### config.mk
export PLATFORM = sky130hd
export DESIGN_NAME = servo_pwm_multi_flat
export DESIGN_NICKNAME = d
export VERILOG_FILES = /design/src/rtl/servo_pwm_multi_if.sv /design/src/rtl/servo_pwm_multi.sv /design/src/flat_wrapper.sv
export SDC_FILE = /design/constraint.sdc
export NUM_CORES = 1
export LEC_CHECK = 0
export CAP_MARGIN = 20
export CORE_ASPECT_RATIO = 2
export CORE_MARGIN = 3
export CORE_UTILIZATION = 45
export CTS_CLUSTER_SIZE = 14
export DETAILED_ROUTE_END_ITERATION = 16
export HOLD_SLACK_MARGIN = 0.06
export SYNTH_ARGS = -nofsm -noshare
export SYNTH_HDL_FRONTEND = slang
export SYNTH_SLANG_ARGS = --single-unit
export TNS_END_PERCENT = 20
### constraint.sdc
create_clock -name clk -period 8.63 [get_ports clk]
set_input_delay 1.726 -clock clk [delete_from_list [all_inputs] [get_ports clk]]
set_output_delay 1.726 -clock clk [all_outputs]
set_load 0.1 [all_outputs]
### src/rtl/servo_pwm_multi_if.sv
// Setpoint command channel for servo_pwm_multi: one angle per handshake,
// addressed to a single channel.
interface servo_pwm_multi_if #(
  parameter int N_CH    = 4,
  parameter int ANGLE_W = 8
);
  localparam int CH_W = (N_CH > 1) ? $clog2(N_CH) : 1;

  logic               cmd_valid;
  logic               cmd_ready;
  logic [CH_W-1:0]    cmd_ch;
  logic [ANGLE_W-1:0] cmd_angle;

  modport master (output cmd_valid, cmd_ch, cmd_angle, input cmd_ready);
  modport slave  (input cmd_valid, cmd_ch, cmd_angle, output cmd_ready);
endinterface

### src/rtl/servo_pwm_multi.sv
// N-channel servo PWM: rate-limited slewing toward per-channel setpoints once
// per frame, with per-channel latched over-current shutdown.
module servo_pwm_multi #(
  parameter int N_CH       = 4,
  parameter int ANGLE_W    = 8,
  parameter int ANGLE_MAX  = 180,
  parameter int CENTER     = 90,
  parameter int PERIOD_CYC = 2000000,
  parameter int MIN_PULSE  = 100000,
  parameter int STEP_CYC   = 555,
  parameter int SLEW_STEP  = 5,
  parameter int CUR_W      = 12,
  parameter int CUR_LIMIT  = 3000,
  parameter int FAULT_CNT  = 3
) (
  input  logic                            clk,
  input  logic                            rst_n,
  servo_pwm_multi_if.slave                cmd,
  input  logic [N_CH-1:0][CUR_W-1:0]      meas_current,
  input  logic [N_CH-1:0]                 fault_clr,
  output logic [N_CH-1:0]                 pwm_out,
  output logic [N_CH-1:0][ANGLE_W-1:0]    pos_out,
  output logic [N_CH-1:0]                 moving,
  output logic [N_CH-1:0]                 fault,
  output logic                            frame_start
);
  localparam int CNT_W = $clog2(PERIOD_CYC + 1);
  localparam int CH_W  = (N_CH > 1) ? $clog2(N_CH) : 1;
  localparam int OC_W  = $clog2(FAULT_CNT + 1);

  localparam logic [CNT_W-1:0]   LAST      = CNT_W'(PERIOD_CYC - 1);
  localparam logic [CNT_W-1:0]   PULSE_RST = CNT_W'(MIN_PULSE + CENTER * STEP_CYC);
  localparam logic [ANGLE_W-1:0] CENTER_A  = ANGLE_W'(CENTER);
  localparam logic [ANGLE_W-1:0] AMAX_A    = ANGLE_W'(ANGLE_MAX);
  localparam logic [ANGLE_W-1:0] SLEW_A    = ANGLE_W'(SLEW_STEP);
  localparam logic [CUR_W-1:0]   LIMIT_C   = CUR_W'(CUR_LIMIT);
  localparam logic [OC_W-1:0]    OC_MAX    = OC_W'(FAULT_CNT);

  // The widest pulse must leave some low time in every frame.
  if (MIN_PULSE + ANGLE_MAX * STEP_CYC >= PERIOD_CYC) begin : g_fullscale_chk
    $error("servo_pwm_multi: full-scale pulse does not fit in PERIOD_CYC");
  end

  typedef enum logic [1:0] {ST_IDLE, ST_MOVING, ST_FAULT} state_t;

  logic [CNT_W-1:0]   cnt;
  logic               boundary;
  logic               hs;
  logic [ANGLE_W-1:0] angle_clamp;

  assign boundary    = (cnt == LAST);
  assign hs          = cmd.cmd_valid && cmd.cmd_ready;
  assign angle_clamp = (cmd.cmd_angle > AMAX_A) ? AMAX_A : cmd.cmd_angle;

  always_ff @(posedge clk) begin
    if (!rst_n) begin
      cnt           <= '0;
      frame_start   <= 1'b0;
      cmd.cmd_ready <= 1'b0;
    end else begin
      cnt           <= boundary ? '0 : cnt + 1'b1;
      frame_start   <= boundary;
      cmd.cmd_ready <= 1'b1;
    end
  end

  for (genvar i = 0; i < N_CH; i++) begin : g_ch
    state_t             st;
    logic [ANGLE_W-1:0] pos, tgt, tgt_nxt, pos_nxt, pos_upd;
    logic [CNT_W-1:0]   pulse_q, pulse_nxt;
    logic [OC_W-1:0]    oc_cnt, oc_nxt;
    logic               set_tgt, latch, fault_q, pwm_q;

    // Out-of-range channel indices simply match no lane.
    assign set_tgt = hs && (cmd.cmd_ch == CH_W'(i));

    always_comb begin
      pos_nxt = pos;
      if (!fault_q) begin
        if (tgt > pos)
          pos_nxt = (tgt - pos > SLEW_A) ? pos + SLEW_A : tgt;
        else if (tgt < pos)
          pos_nxt = (pos - tgt > SLEW_A) ? pos - SLEW_A : tgt;
      end
      pos_upd   = boundary ? pos_nxt : pos;
      pulse_nxt = CNT_W'(MIN_PULSE) + CNT_W'(pos_nxt) * CNT_W'(STEP_CYC);
      oc_nxt    = '0;
      if (meas_current[i] > LIMIT_C)
        oc_nxt = (oc_cnt == OC_MAX) ? oc_cnt : oc_cnt + 1'b1;
      latch   = boundary && (oc_nxt == OC_MAX);
      // A new target lands after this cycle's step, so a boundary-cycle
      // command is first acted on at the following boundary.
      tgt_nxt = set_tgt ? angle_clamp : tgt;
    end

    always_ff @(posedge clk) begin
      if (!rst_n) begin
        st      <= ST_IDLE;
        pos     <= CENTER_A;
        tgt     <= CENTER_A;
        pulse_q <= PULSE_RST;
        oc_cnt  <= '0;
        fault_q <= 1'b0;
        pwm_q   <= 1'b0;
      end else begin
        pwm_q <= (cnt < pulse_q) && !fault_q;
        tgt   <= tgt_nxt;
        if (boundary) begin
          pos     <= pos_nxt;
          pulse_q <= pulse_nxt;
          oc_cnt  <= oc_nxt;
        end
        if (fault_clr[i]) begin
          fault_q <= 1'b0;
          oc_cnt  <= '0;
          st      <= (pos_upd == tgt_nxt) ? ST_IDLE : ST_MOVING;
        end else if (latch) begin
          fault_q <= 1'b1;
          st      <= ST_FAULT;
        end else if (st != ST_FAULT) begin
          st      <= (pos_upd == tgt_nxt) ? ST_IDLE : ST_MOVING;
        end
      end
    end

    assign pos_out[i] = pos;
    assign moving[i]  = (pos != tgt);
    assign fault[i]   = fault_q;
    assign pwm_out[i] = pwm_q;
  end
endmodule

### src/flat_wrapper.sv
// flat-port wrapper written by rule: the top's interface ports become plain ports
module servo_pwm_multi_flat 
#(
  parameter int N_CH       = 4,
  parameter int ANGLE_W    = 8,
  parameter int ANGLE_MAX  = 180,
  parameter int CENTER     = 90,
  parameter int PERIOD_CYC = 2000000,
  parameter int MIN_PULSE  = 100000,
  parameter int STEP_CYC   = 555,
  parameter int SLEW_STEP  = 5,
  parameter int CUR_W      = 12,
  parameter int CUR_LIMIT  = 3000,
  parameter int FAULT_CNT  = 3
)
  (clk, rst_n, meas_current, fault_clr, pwm_out, pos_out, moving, fault, frame_start, cmd_cmd_valid, cmd_cmd_ch, cmd_cmd_angle, cmd_cmd_ready);
  servo_pwm_multi_if #(.N_CH(N_CH), .ANGLE_W(ANGLE_W)) cmd_i ();
  input  logic clk;
  input  logic rst_n;
  input  logic [N_CH-1:0][CUR_W-1:0] meas_current;
  input  logic [N_CH-1:0] fault_clr;
  output logic [N_CH-1:0] pwm_out;
  output logic [N_CH-1:0][ANGLE_W-1:0] pos_out;
  output logic [N_CH-1:0] moving;
  output logic [N_CH-1:0] fault;
  output logic frame_start;
  input wire logic [$bits(cmd_i.cmd_valid)-1:0] cmd_cmd_valid;
  input wire logic [$bits(cmd_i.cmd_ch)-1:0] cmd_cmd_ch;
  input wire logic [$bits(cmd_i.cmd_angle)-1:0] cmd_cmd_angle;
  output wire logic [$bits(cmd_i.cmd_ready)-1:0] cmd_cmd_ready;
  assign cmd_i.cmd_valid = cmd_cmd_valid;
  assign cmd_i.cmd_ch = cmd_cmd_ch;
  assign cmd_i.cmd_angle = cmd_cmd_angle;
  assign cmd_cmd_ready = cmd_i.cmd_ready;
  servo_pwm_multi #(.N_CH(N_CH), .ANGLE_W(ANGLE_W), .ANGLE_MAX(ANGLE_MAX), .CENTER(CENTER), .PERIOD_CYC(PERIOD_CYC), .MIN_PULSE(MIN_PULSE), .STEP_CYC(STEP_CYC), .SLEW_STEP(SLEW_STEP), .CUR_W(CUR_W), .CUR_LIMIT(CUR_LIMIT), .FAULT_CNT(FAULT_CNT)) u_core (.clk(clk), .rst_n(rst_n), .cmd(cmd_i), .meas_current(meas_current), .fault_clr(fault_clr), .pwm_out(pwm_out), .pos_out(pos_out), .moving(moving), .fault(fault), .frame_start(frame_start));
endmodule
==> results of run 1 <==
## flip-flops by register name, summed over array words and instances, names as in the netlist
name and cells:
u_core.g_ch.pwm_q 4, u_core.g_ch.pos 32, u_core.g_ch.tgt 32, u_core.cmd.cmd_ready 1, u_core.g_ch.oc_cnt 8, u_core.frame_start 1
u_core.g_ch.fault_q 4, u_core.cnt 21, u_core.g_ch.pulse_q 72
## kinds of logic after synthesis
group / after synthesis / synth area share [%]
AND/OR/NAND/NOR: 643 / 16.53
adder cells (fa/ha/maj): 369 / 27.07
buffers and inverters: 400 / 8.357
XOR/XNOR: 123 / 5.858
AO/OA/AOI/OAI: 586 / 21.52
multiplexers: 34 / 1.861
flip-flops: 175 / 18.81
## metal layers
| layer | GRT usage (%) | vias to the layer above | share of wire, % |
|---|---|---|---|
| li1 | - | 8291 | - |
| met1 | 26.12 | 8073 | 35 |
| met2 | 52.82 | 472 | 55 |
| met3 | 2.404 | 207 | 3.1 |
| met4 | 17.07 | 0 | 7.1 |
| met5 | 0 | - | 0 |
## final cells by class
class / count / area [um2] / area share [%]
clock buffers: 17 / 425.4 / 2.038
clock inverters: 15 / 165.2 / 0.7913
inverters: 303 / 1140 / 5.461
multi-input cells: 1755 / 13600 / 65.17
flip-flops and latches: 175 / 3503 / 16.78
well taps: 530 / 663.1 / 3.177
repair buffers: 147 / 1374 / 6.582
## power breakdown
group / switching, mW / leakage, nW / internal [mW]
registers: 0.0134 / 1.42 / 0.814
logic: 2.40 / 8.24 / 1.78
clock network: 0.401 / 0.280 / 0.388
## placed cells by master, fill, tap and decap left out, drive strengths merged, types with 19 or more instances in the layout
master	instances
a211oi	33
a21o	41
a21oi	155
buf	38
clkdlybuf4s50	109
dfxtp	175
fa	57
ha	310
inv	307
mux2i	29
nand2	208
nand2b	36
nand3	54
nand4	20
nor2	158
nor2b	26
nor3	48
o211ai	76
o21ai	87
o22ai	23
or3	19
xnor2	84
xor2	38
## metrics by stage
stage	setup slack (ns)	instances
6_report	0.4242	2942
5_1_grt	0.007400	2942
4_1_cts	0.4254	2942
3_5_place_dp	0.4637	2910
3_3_place_gp	0.6542	2910
2_1_floorplan	0.6430	2330
## worst max-delay path: cells and delay by family, from the launching register on
family,cells,cell delay (ns)
XOR/XNOR,1,0.12
AND/OR/NAND/NOR,4,0.87
multiplexers,1,0.37
AO/OA/AOI/OAI,11,3.11
buffers and inverters,5,0.62
adder cells (fa/ha/maj),6,2.54
flip-flops,1,0.51
## timing repair
action                     in CTS  in global routing
setup buffers                   0                  0
resized for setup               0                  4
setup endpoints to repair       0                  5
## worst paths after layout
kind	start	to	slack, ns	depth (start not counted)
hold / removal	u_core.g_ch[3].pulse_q[10]	u_core.g_ch[3].pulse_q[10]	0.46	2
setup reg to reg	u_core.g_ch[0].pos[1]	u_core.g_ch[0].pulse_q[16]	0.42	28
setup / recovery	u_core.g_ch[0].pos[1]	u_core.g_ch[0].pulse_q[16]	0.42	28
hold reg to reg	u_core.g_ch[3].pulse_q[10]	u_core.g_ch[3].pulse_q[10]	0.46	2
==> summary.md, run 1 <==
| Metric | Value |
|---|---|
| Status | `completed` |
| Post-synth EDFFs | `0` |
| Die H | `293.7 um` |
| Die outline width | `149.9 um` |
| Top_reg_cell synth | `dfxtp_1` |
| Final Hold Fails | `0` |
| PD cells | `277.9 nW/um2` |
| Worst hold slack | `0.4550 ns` |
| Post-Synthesis Net Count | `2762` |
| Max Slew Vio Count | `0` |
| Area contributors post-synth | `ha_1 21%, dfxtp_1 19%, fa_1 6.1%` |
| Yosys top cell area share | `20.82%` |
| RSZ-0062 raised after global routing | `false` |
| Vias in the first global route | `17.41k` |
| Maximum VDD drop | `390.9 uV` |
| DR pass1 iterations | `5` |
| Nets@finish | `2831` |
| Post-Synthesis Cells | `2330` |
| H-tree level count | `4` |
| CTS tree | `done` |
| Max_slew headroom | `26.15%` |
| Crit Path Max Fanout | `9` |
| Total power | `5.801 mW` |
| YS warnings | `0` |
| Worst-Margin Slew | `1.104 ns` |
| Most frequent cell after synthesis | `ha_1` |
| Initial antenna violation count | `0` |
| Req. time, crit path | `9.00 ns` |
| F_max | `121.9 MHz` |
| N_diodes | `0` |
| Lkg Pwr | `9.935 nW` |
| Mean Syn Cell Area | `7.994 um2` |
| Core ar. | `40600 um2` |
| Row cnt | `104` |
| Clock transition at the registers of the reported paths | `0.08 ns` |
| Worst Path Arrival | `8.58 ns` |
| Fin crit period | `8.206 ns` |
| Clock Sinks | `175` |
| DRC | `0` |
| Clk root buf | `clkbuf_16` |
| IO buf count | `110` |
| Synth cell types | `93` |
| Fin crit share | `95.08%` |
| Placement Cell Area | `20260 um2` |
| Crit path capture type | `register` |
| Fillers | `4087` |
| Max cap viols | `0` |
| Initial Util | `45.88%` |
| Via Count | `17.04k` |
| Final Wtd Congestion | `0.9824` |
| Gr usage total | `26.92%` |
| Finish-stage setup viols | `0` |
| Kind of critical path | `reg2reg` |
| Setup Skew | `0.01413 ns` |
| Die ar. | `44010 um2` |
| TritonCTS Buffers | `17` |
| Post-synthesis sequential area ratio | `18.81%` |
| GRT overflow | `0` |
| Vias per cell | `5.793` |
| Final instance area | `20870 um2` |
| Clock Latency Late Sink | `0.47 ns` |
| Synth cell count leaders | `310 x ha_1, 299 x inv_1, 207 x nand2_1, 175 x dfxtp_1, 158 x nor2_1` |
| Layout cell share with drive strength beyond 1 | `5.224%` |
| Setup_tns | `0 ns` |
| Hold_buf cts | `0` |
| Fin util | `51.41%` |
| CTS max path bufs | `2` |
| Ports | `111` |
| Dpl hpwl | `47390 um` |
| Routed WL | `59090 um` |
| Ys async rst share | `0%` |
| Yosys top cell by area | `ha_1` |
| Crit path launch type | `register` |
| Initial DRC Count | `662` |
| Synthesized flop and latch total | `175` |
| Routed Antenna Nets | `0` |
| CP peak stage delay | `0.54 ns` |
| CP dominant cell by count | `inv_1` |
| Mapped cell area | `18630 um2` |
| Syn-to-layout area delta | `12.06%` |
| Pin count of the biggest net entering global routing | `71` |
| First-pass GRT wire length | `92630 um` |
| Kind of path behind the tightest hold check | `reg2reg` |
| Critical-path top delay cell | `fa_1` |
| Drt wl/cell | `20.09 um` |
(Power assumes the default switching activity.)
==> inputs of run 2 (changes only) <==
--- a/config.mk
+++ b/config.mk
@@ -5,10 +5,11 @@
 export SDC_FILE = /design/constraint.sdc
 export NUM_CORES = 1
 export LEC_CHECK = 0
+export ABC_CLOCK_PERIOD_IN_PS = 8630
 export CAP_MARGIN = 20
 export CORE_ASPECT_RATIO = 2
 export CORE_MARGIN = 3
-export CORE_UTILIZATION = 45
+export CORE_UTILIZATION = 35
 export CTS_CLUSTER_SIZE = 14
 export DETAILED_ROUTE_END_ITERATION = 16
 export HOLD_SLACK_MARGIN = 0.06
==> summary.md, run 2 (same netlist as run 1, synthesis figures left out) <==
| Metric | Value |
|---|---|
| Final Hold Fails | `0 (unchanged)` |
| Initial Util | `35.34% (was 45.88%)` |
| Fin crit period | `7.939 ns (was 8.206 ns)` |
| Most common library cell in the layout ignoring fill and taps | `ha_1 (unchanged)` |
| Routed Antenna Nets | `0 (unchanged)` |
| Kind of path behind the tightest hold check | `reg2reg (unchanged)` |
| GRT overflow | `0 (unchanged)` |
| GR Layer Usage met3 | `2.215% (was 2.404%)` |
| Final instance area | `21080 um2 (was 20870 um2)` |
| Maximum VDD drop | `247.2 uV (was 390.9 uV)` |
| First-pass GRT wire length | `94500 um (was 92630 um)` |
| N_diodes | `0 (unchanged)` |
| Row cnt | `119 (was 104)` |
| CTS max path bufs | `2 (unchanged)` |
| Register-to-Register Path Depth | `28 (unchanged)` |
| Hold_buf cts | `0 (unchanged)` |
| Nets@finish | `2828 (was 2831)` |
| Setup Skew | `0.01273 ns (was 0.01413 ns)` |
| Routing usage on met2 | `41.28% (was 52.82%)` |
| Core ar. | `52710 um2 (was 40600 um2)` |
| Die H | `332.2 um (was 293.7 um)` |
| Routed WL | `60400 um (was 59090 um)` |
| Dpl hpwl | `47830 um (was 47390 um)` |
| Req. time, crit path | `9.00 ns (about the same)` |
| Die ar. | `56190 um2 (was 44010 um2)` |
| Setup Fix Bufs, Post-CTS | `0 (unchanged)` |
| Worst-Margin Slew | `1.124 ns (was 1.104 ns)` |
| Clk root buf | `clkbuf_16 (unchanged)` |
| Clock Sinks | `175 (unchanged)` |
| Lkg Pwr | `9.957 nW (was 9.935 nW)` |
| Max_slew headroom | `24.81% (was 26.15%)` |
| GRT met1 Usage | `20.34% (was 26.12%)` |
| Die outline width | `169.1 um (was 149.9 um)` |
| Max Slew Vio Count | `0 (unchanged)` |
| TritonCTS Buffers | `17 (unchanged)` |
| Kind of critical path | `reg2reg (unchanged)` |
| Gr usage total | `21.18% (was 26.92%)` |
| Top reg by flops | `u_core.g_ch.pulse_q (unchanged)` |
| H-tree level count | `4 (unchanged)` |
| Initial DRC Count | `906 (was 662)` |
| Vias in the first global route | `17.74k (was 17.41k)` |
| Initial antenna violation count | `1 (was 0)` |
| Fin util | `39.98% (was 51.41%)` |
| Max cap viols | `0 (unchanged)` |
| CP dominant cell by count | `fa_1 (was inv_1)` |
| R2R Setup Slk | `0.69 ns (was 0.42 ns)` |
| IO buf count | `110 (unchanged)` |
| Biggest registers after layout | `u_core.g_ch.pulse_q: 72 flops, u_core.g_ch.pos: 32 flops, u_core.g_ch.tgt: 32 flops (unchanged)` |
| Fillers | `5421 (was 4087)` |
| Register area | `3503 um2 (unchanged)` |
| CP peak stage delay | `0.61 ns (was 0.54 ns)` |
| Most frequent cells in the layout | `310 x ha_1, 298 x inv_1, 206 x nand2_1 (unchanged)` |
| CTS tree | `done (unchanged)` |
| Final Wtd Congestion | `0.9331 (was 0.9824)` |
| Via Count | `17.17k (was 17.04k)` |
| Worst Path Arrival | `8.31 ns (was 8.58 ns)` |
| GRT Max-Usage Layer | `met2 (unchanged)` |
| Finish-stage setup viols | `0 (unchanged)` |
| Crit Path Max Fanout | `14 (was 9)` |
| Placement Cell Area | `20410 um2 (was 20260 um2)` |
| Area of the multi-input gates | `13580 um2 (was 13600 um2)` |
| Placed insts | `3042 (was 2910)` |
| Syn-to-layout area delta | `13.15% (was 12.06%)` |
| Largest register FFs | `72 (unchanged)` |
| PD cells | `278.5 nW/um2 (was 277.9 nW/um2)` |
| Setup_tns | `0 ns (unchanged)` |
| DR pass1 iterations | `5 (unchanged)` |
| Worst hold slack | `0.4493 ns (was 0.4550 ns)` |
| Layout cell share with drive strength beyond 1 | `4.981% (was 5.224%)` |
| Pin count of the biggest net entering global routing | `70 (was 71)` |
| DRC | `0 (unchanged)` |
| Drt wl/cell | `19.65 um (was 20.09 um)` |
| Fin cells | `3074 (was 2942)` |
| Vias per cell | `5.587 (was 5.793)` |
| F_max | `126.0 MHz (was 121.9 MHz)` |
| Fin crit share | `92.00% (was 95.08%)` |
| Status | `completed (unchanged)` |
| RSZ-0062 raised after global routing | `false (unchanged)` |
| Hold depth | `2 (unchanged)` |
| Clock transition at the registers of the reported paths | `0.07 ns (was 0.08 ns)` |
| Crit path capture type | `register (unchanged)` |
| Clock Latency Late Sink | `0.46 ns (was 0.47 ns)` |
| Crit path launch type | `register (unchanged)` |
| Critical-path top delay cell | `dfxtp_1 (was fa_1)` |
| Ports | `111 (unchanged)` |
==> run 2: cell types whose count changed in the layout (fill, tap and decap cells not counted), moves of 2 or more <==
| cell | change |
|---|---|
| inv_8 | -5 |
| inv_6 | +3 |
| clkinvlp_4 | -2 |
| clkinv_8 | -3 |
| bufinv_16 | +5 |
| buf_4 | -3 |
==> run 2: stage by stage <==
step	total power, mW	worst slack, ns
floorplan	4.003	0.6430
global placement	4.896	0.7633
detailed placement	4.951	0.5575
CTS	5.915	0.5416
global route	6.512	0.1457
finish	5.869	0.6906
==> run 2: where the power goes <==
group	internal, mW	switching [mW]
logic	1.78	2.36
registers	0.814	0.0131
clock network	0.528	0.375
total	3.12	2.75
==> run 2: layout make-up <==
cell class / count / share of cell area (%)
repair buffers: 144 / 6.412
clock buffers: 18 / 2.084
flip-flops and latches: 175 / 16.62
well taps: 665 / 3.948
clock inverters: 14 / 1.075
inverters: 303 / 5.408
multi-input cells: 1755 / 64.45
==> run 2: final timing paths <==
kind / startpoint / end
worst max register to register: u_core.g_ch[1].pos[0] / u_core.g_ch[1].pulse_q[16]
worst min-delay path: u_core.g_ch[3].pulse_q[9] / u_core.g_ch[3].pulse_q[9]
worst min register to register: u_core.g_ch[3].pulse_q[9] / u_core.g_ch[3].pulse_q[9]
worst max-delay path: u_core.g_ch[1].pos[0] / u_core.g_ch[1].pulse_q[16]
==> run 2: critical path: cells and delay by family (launching register included) <==
kind,cells,cell delay [ns]
AOI/OAI and AO/OA,9,1.77
adders and majority gates,7,2.95
and+or+nand+nor,8,1.94
DFF,1,0.61
buffers and inverters,4,0.57
==> run 2: what timing repair did <==
action                     4_1_cts  5_1_grt
resized for setup                0        3
setup endpoints to repair        0        2
hold endpoints to repair         0        0
==> run 2: metal layers <==
layer  part of all wire, %  wire length (um)
met2                    54             32730
met4                   7.3              4413
met5                     0                 0
met3                   3.1              1891
met1                    35             21360
==> inputs of run 3 (changes only) <==
--- a/config.mk
+++ b/config.mk
@@ -10,10 +10,11 @@
 export CORE_ASPECT_RATIO = 2
 export CORE_MARGIN = 3
 export CORE_UTILIZATION = 35
+export CTS_BUF_LIST = sky130_fd_sc_hd__clkbuf_16
 export CTS_CLUSTER_SIZE = 14
 export DETAILED_ROUTE_END_ITERATION = 16
 export HOLD_SLACK_MARGIN = 0.06
 export SYNTH_ARGS = -nofsm -noshare
 export SYNTH_HDL_FRONTEND = slang
 export SYNTH_SLANG_ARGS = --single-unit
-export TNS_END_PERCENT = 20
+export TNS_END_PERCENT = 30
==> summary.md, run 3 (same netlist as run 1, synthesis figures left out) <==
| Metric | Value |
|---|---|
| Layout cell share with drive strength beyond 1 | `4.940% (was 4.981%)` |
| Max Slew Vio Count | `0 (unchanged)` |
| Initial Util | `35.34% (unchanged)` |
| Fin crit period | `7.921 ns (was 7.939 ns)` |
| Most frequent cells in the layout | `310 x ha_1, 298 x inv_1, 206 x nand2_1 (unchanged)` |
| Vias in the first global route | `17.74k (unchanged)` |
| Sequential Power Share | `14.1% (about the same)` |
| Max cap viols | `0 (unchanged)` |
| Core ar. | `52710 um2 (unchanged)` |
| Vias per cell | `5.587 (about the same)` |
| First-pass GRT wire length | `94470 um (was 94500 um)` |
| Worst Hold Endpoint | `u_core.g_ch[3].pulse_q[9] (unchanged)` |
| Setup Skew | `0.01144 ns (was 0.01273 ns)` |
| Routed Antenna Nets | `0 (unchanged)` |
| Largest register FFs | `72 (unchanged)` |
| R2R Setup Slk | `0.71 ns (was 0.69 ns)` |
| Reg2reg start | `u_core.g_ch[1].pos[0] (unchanged)` |
| Fin crit share | `91.79% (was 92.00%)` |
| Most common library cell in the layout ignoring fill and taps | `ha_1 (unchanged)` |
| Clock Sinks | `175 (unchanged)` |
| Crit Path Max Fanout | `14 (unchanged)` |
| Nets@finish | `2828 (unchanged)` |
| Initial antenna violation count | `1 (unchanged)` |
| Setup_tns | `0 ns (unchanged)` |
| Kind of path behind the tightest hold check | `reg2reg (unchanged)` |
| Clock Latency Late Sink | `0.46 ns (about the same)` |
| Top reg by flops | `u_core.g_ch.pulse_q (unchanged)` |
| Critical-path top delay cell | `dfxtp_1 (unchanged)` |
| Die H | `332.2 um (unchanged)` |
| CP peak stage delay | `0.60 ns (was 0.61 ns)` |
| Final Wtd Congestion | `0.9331 (unchanged)` |
| Status | `completed (unchanged)` |
| Placed insts | `3042 (unchanged)` |
| Kind of critical path | `reg2reg (unchanged)` |
| PD cells | `277.9 nW/um2 (was 278.5 nW/um2)` |
| Initial DRC Count | `868 (was 906)` |
| Combinational share of power | `70.6% (was 70.5%)` |
| Maximum VDD drop | `246.9 uV (was 247.2 uV)` |
| Biggest registers after layout | `u_core.g_ch.pulse_q: 72 flops, u_core.g_ch.pos: 32 flops, u_core.g_ch.tgt: 32 flops (unchanged)` |
| Clk root buf | `clkbuf_16 (unchanged)` |
| Total power | `5.854 mW (was 5.869 mW)` |
| Fin cells | `3074 (unchanged)` |
| Ports | `111 (unchanged)` |
| RSZ-0062 raised after global routing | `false (unchanged)` |
| RR Endpoint | `u_core.g_ch[1].pulse_q[16] (unchanged)` |
| CTS max path bufs | `2 (unchanged)` |
| CP dominant cell by count | `fa_1 (unchanged)` |
| Hold depth | `2 (unchanged)` |
| TritonCTS Buffers | `17 (unchanged)` |
| Clk pwr share | `15.2% (was 15.4%)` |
| CTS tree | `done (unchanged)` |
| Switching Power | `2.742 mW (was 2.749 mW)` |
| Syn-to-layout area delta | `13.10% (was 13.15%)` |
| Setup Fix Bufs, Post-CTS | `0 (unchanged)` |
| P_int | `3.112 mW (was 3.121 mW)` |
| Fillers | `5423 (was 5421)` |
| Register-to-Register Path Depth | `28 (unchanged)` |
| Finish-stage setup viols | `0 (unchanged)` |
| H-tree level count | `4 (unchanged)` |
| N_diodes | `0 (unchanged)` |
| Pin count of the biggest net entering global routing | `70 (unchanged)` |
| HP Start | `u_core.g_ch[3].pulse_q[9] (unchanged)` |
| Final Hold Fails | `0 (unchanged)` |
| Gr usage total | `21.18% (about the same)` |
| Routed WL | `60240 um (was 60400 um)` |
| IO buf count | `110 (unchanged)` |
| Max_slew headroom | `24.72% (was 24.81%)` |
| Lkg Pwr | `9.951 nW (was 9.957 nW)` |
| Via Count | `17.18k (was 17.17k)` |
| Switching share of power | `46.84% (was 46.83%)` |
| Dpl hpwl | `47830 um (unchanged)` |
| Drt wl/cell | `19.60 um (was 19.65 um)` |
| Crit path capture type | `register (unchanged)` |
| GRT overflow | `0 (unchanged)` |
| Worst-Margin Slew | `1.126 ns (was 1.124 ns)` |
| DRC | `0 (unchanged)` |
| Die ar. | `56190 um2 (unchanged)` |
| Row cnt | `119 (unchanged)` |
| Die outline width | `169.1 um (unchanged)` |
| Clock transition at the registers of the reported paths | `0.07 ns (about the same)` |
| DR pass1 iterations | `5 (unchanged)` |
| Crit path launch type | `register (unchanged)` |
| Req. time, crit path | `9.00 ns (about the same)` |
| F_max | `126.2 MHz (was 126.0 MHz)` |
| Worst Path Arrival | `8.29 ns (was 8.31 ns)` |
[run 3: changes by cell type in the layout (fill, tap and decap cells not counted), sizes merged]
cell,previous run,this run
clkinv,6,7
clkbuf,18,17
[run 3: worst max-delay path, delay by kind of cell, from the launching register on]
| family | cells | cell delay [ns] |
|---|---|---|
| AND/OR/NAND/NOR | 8 | 1.93 |
| adder cells (fa/ha/maj) | 7 | 2.95 |
| AO/OA/AOI/OAI | 9 | 1.77 |
| buffers and inverters | 4 | 0.55 |
| flip-flops | 1 | 0.60 |
[run 3: cell type report]
class | count | area, um2 | area share, %
Sequential cell | 175 | 3503 | 16.63
Inverter | 303 | 1140 | 5.411
Multi-Input combinational cell | 1755 | 13580 | 64.48
Timing Repair Buffer | 144 | 1351 | 6.415
Tap cell | 665 | 832.0 | 3.950
Clock buffer | 17 | 425.4 | 2.019
Clock inverter | 15 | 230.2 | 1.093
[run 3: worst max path at each step]
stage | depth (start not counted) | from | slack (ns) | to
floorplan | 28 | u_core.g_ch[0].pos[1] | 0.64 | u_core.g_ch[0].pulse_q[16]
finish | 28 | u_core.g_ch[1].pos[0] | 0.71 | u_core.g_ch[1].pulse_q[16]
global placement | 28 | u_core.g_ch[0].pos[1] | 0.76 | u_core.g_ch[0].pulse_q[16]
detailed placement | 28 | u_core.g_ch[0].pos[1] | 0.56 | u_core.g_ch[0].pulse_q[16]
CTS | 28 | u_core.g_ch[0].pos[1] | 0.54 | u_core.g_ch[0].pulse_q[16]
global route | 28 | u_core.g_ch[0].pos[4] | 0.15 | u_core.g_ch[0].pulse_q[16]
[run 3: what timing repair did]
action	CTS	global route
hold buffers	0	0
resized for setup	0	3
setup endpoints to repair	0	2
[run 3: metal layers]
layer	GRT usage, %	up-vias	share of wire (%)
li1	-	8289	-
met4	14.20	0	7.3
met5	0	-	0
met2	41.28	461	54
met1	20.34	8249	35
met3	2.215	176	3.2
[run 3: power by group through the flow]
stage	combinational, mW	clock (mW)	sequential [mW]
after floorplan	3.16	0	0.841
after global placement	4.05	0	0.846
after detailed placement	4.10	0	0.846
after CTS	4.16	0.914	0.827
after global routing	4.73	0.946	0.827
final	4.14	0.892	0.827
[run 3: stage by stage]
step	instance area [um2]	util, %	worst slack (ns)	hold slack, ns
after floorplan	18630	-	0.6430	0.4319
after global placement	20410	38.72	0.7633	0.4417
after detailed placement	20410	38.72	0.5575	0.4464
after CTS	21060	39.96	0.5416	0.4537
after global routing	21070	39.97	0.1457	0.4728
final	21070	39.97	0.7087	0.4493
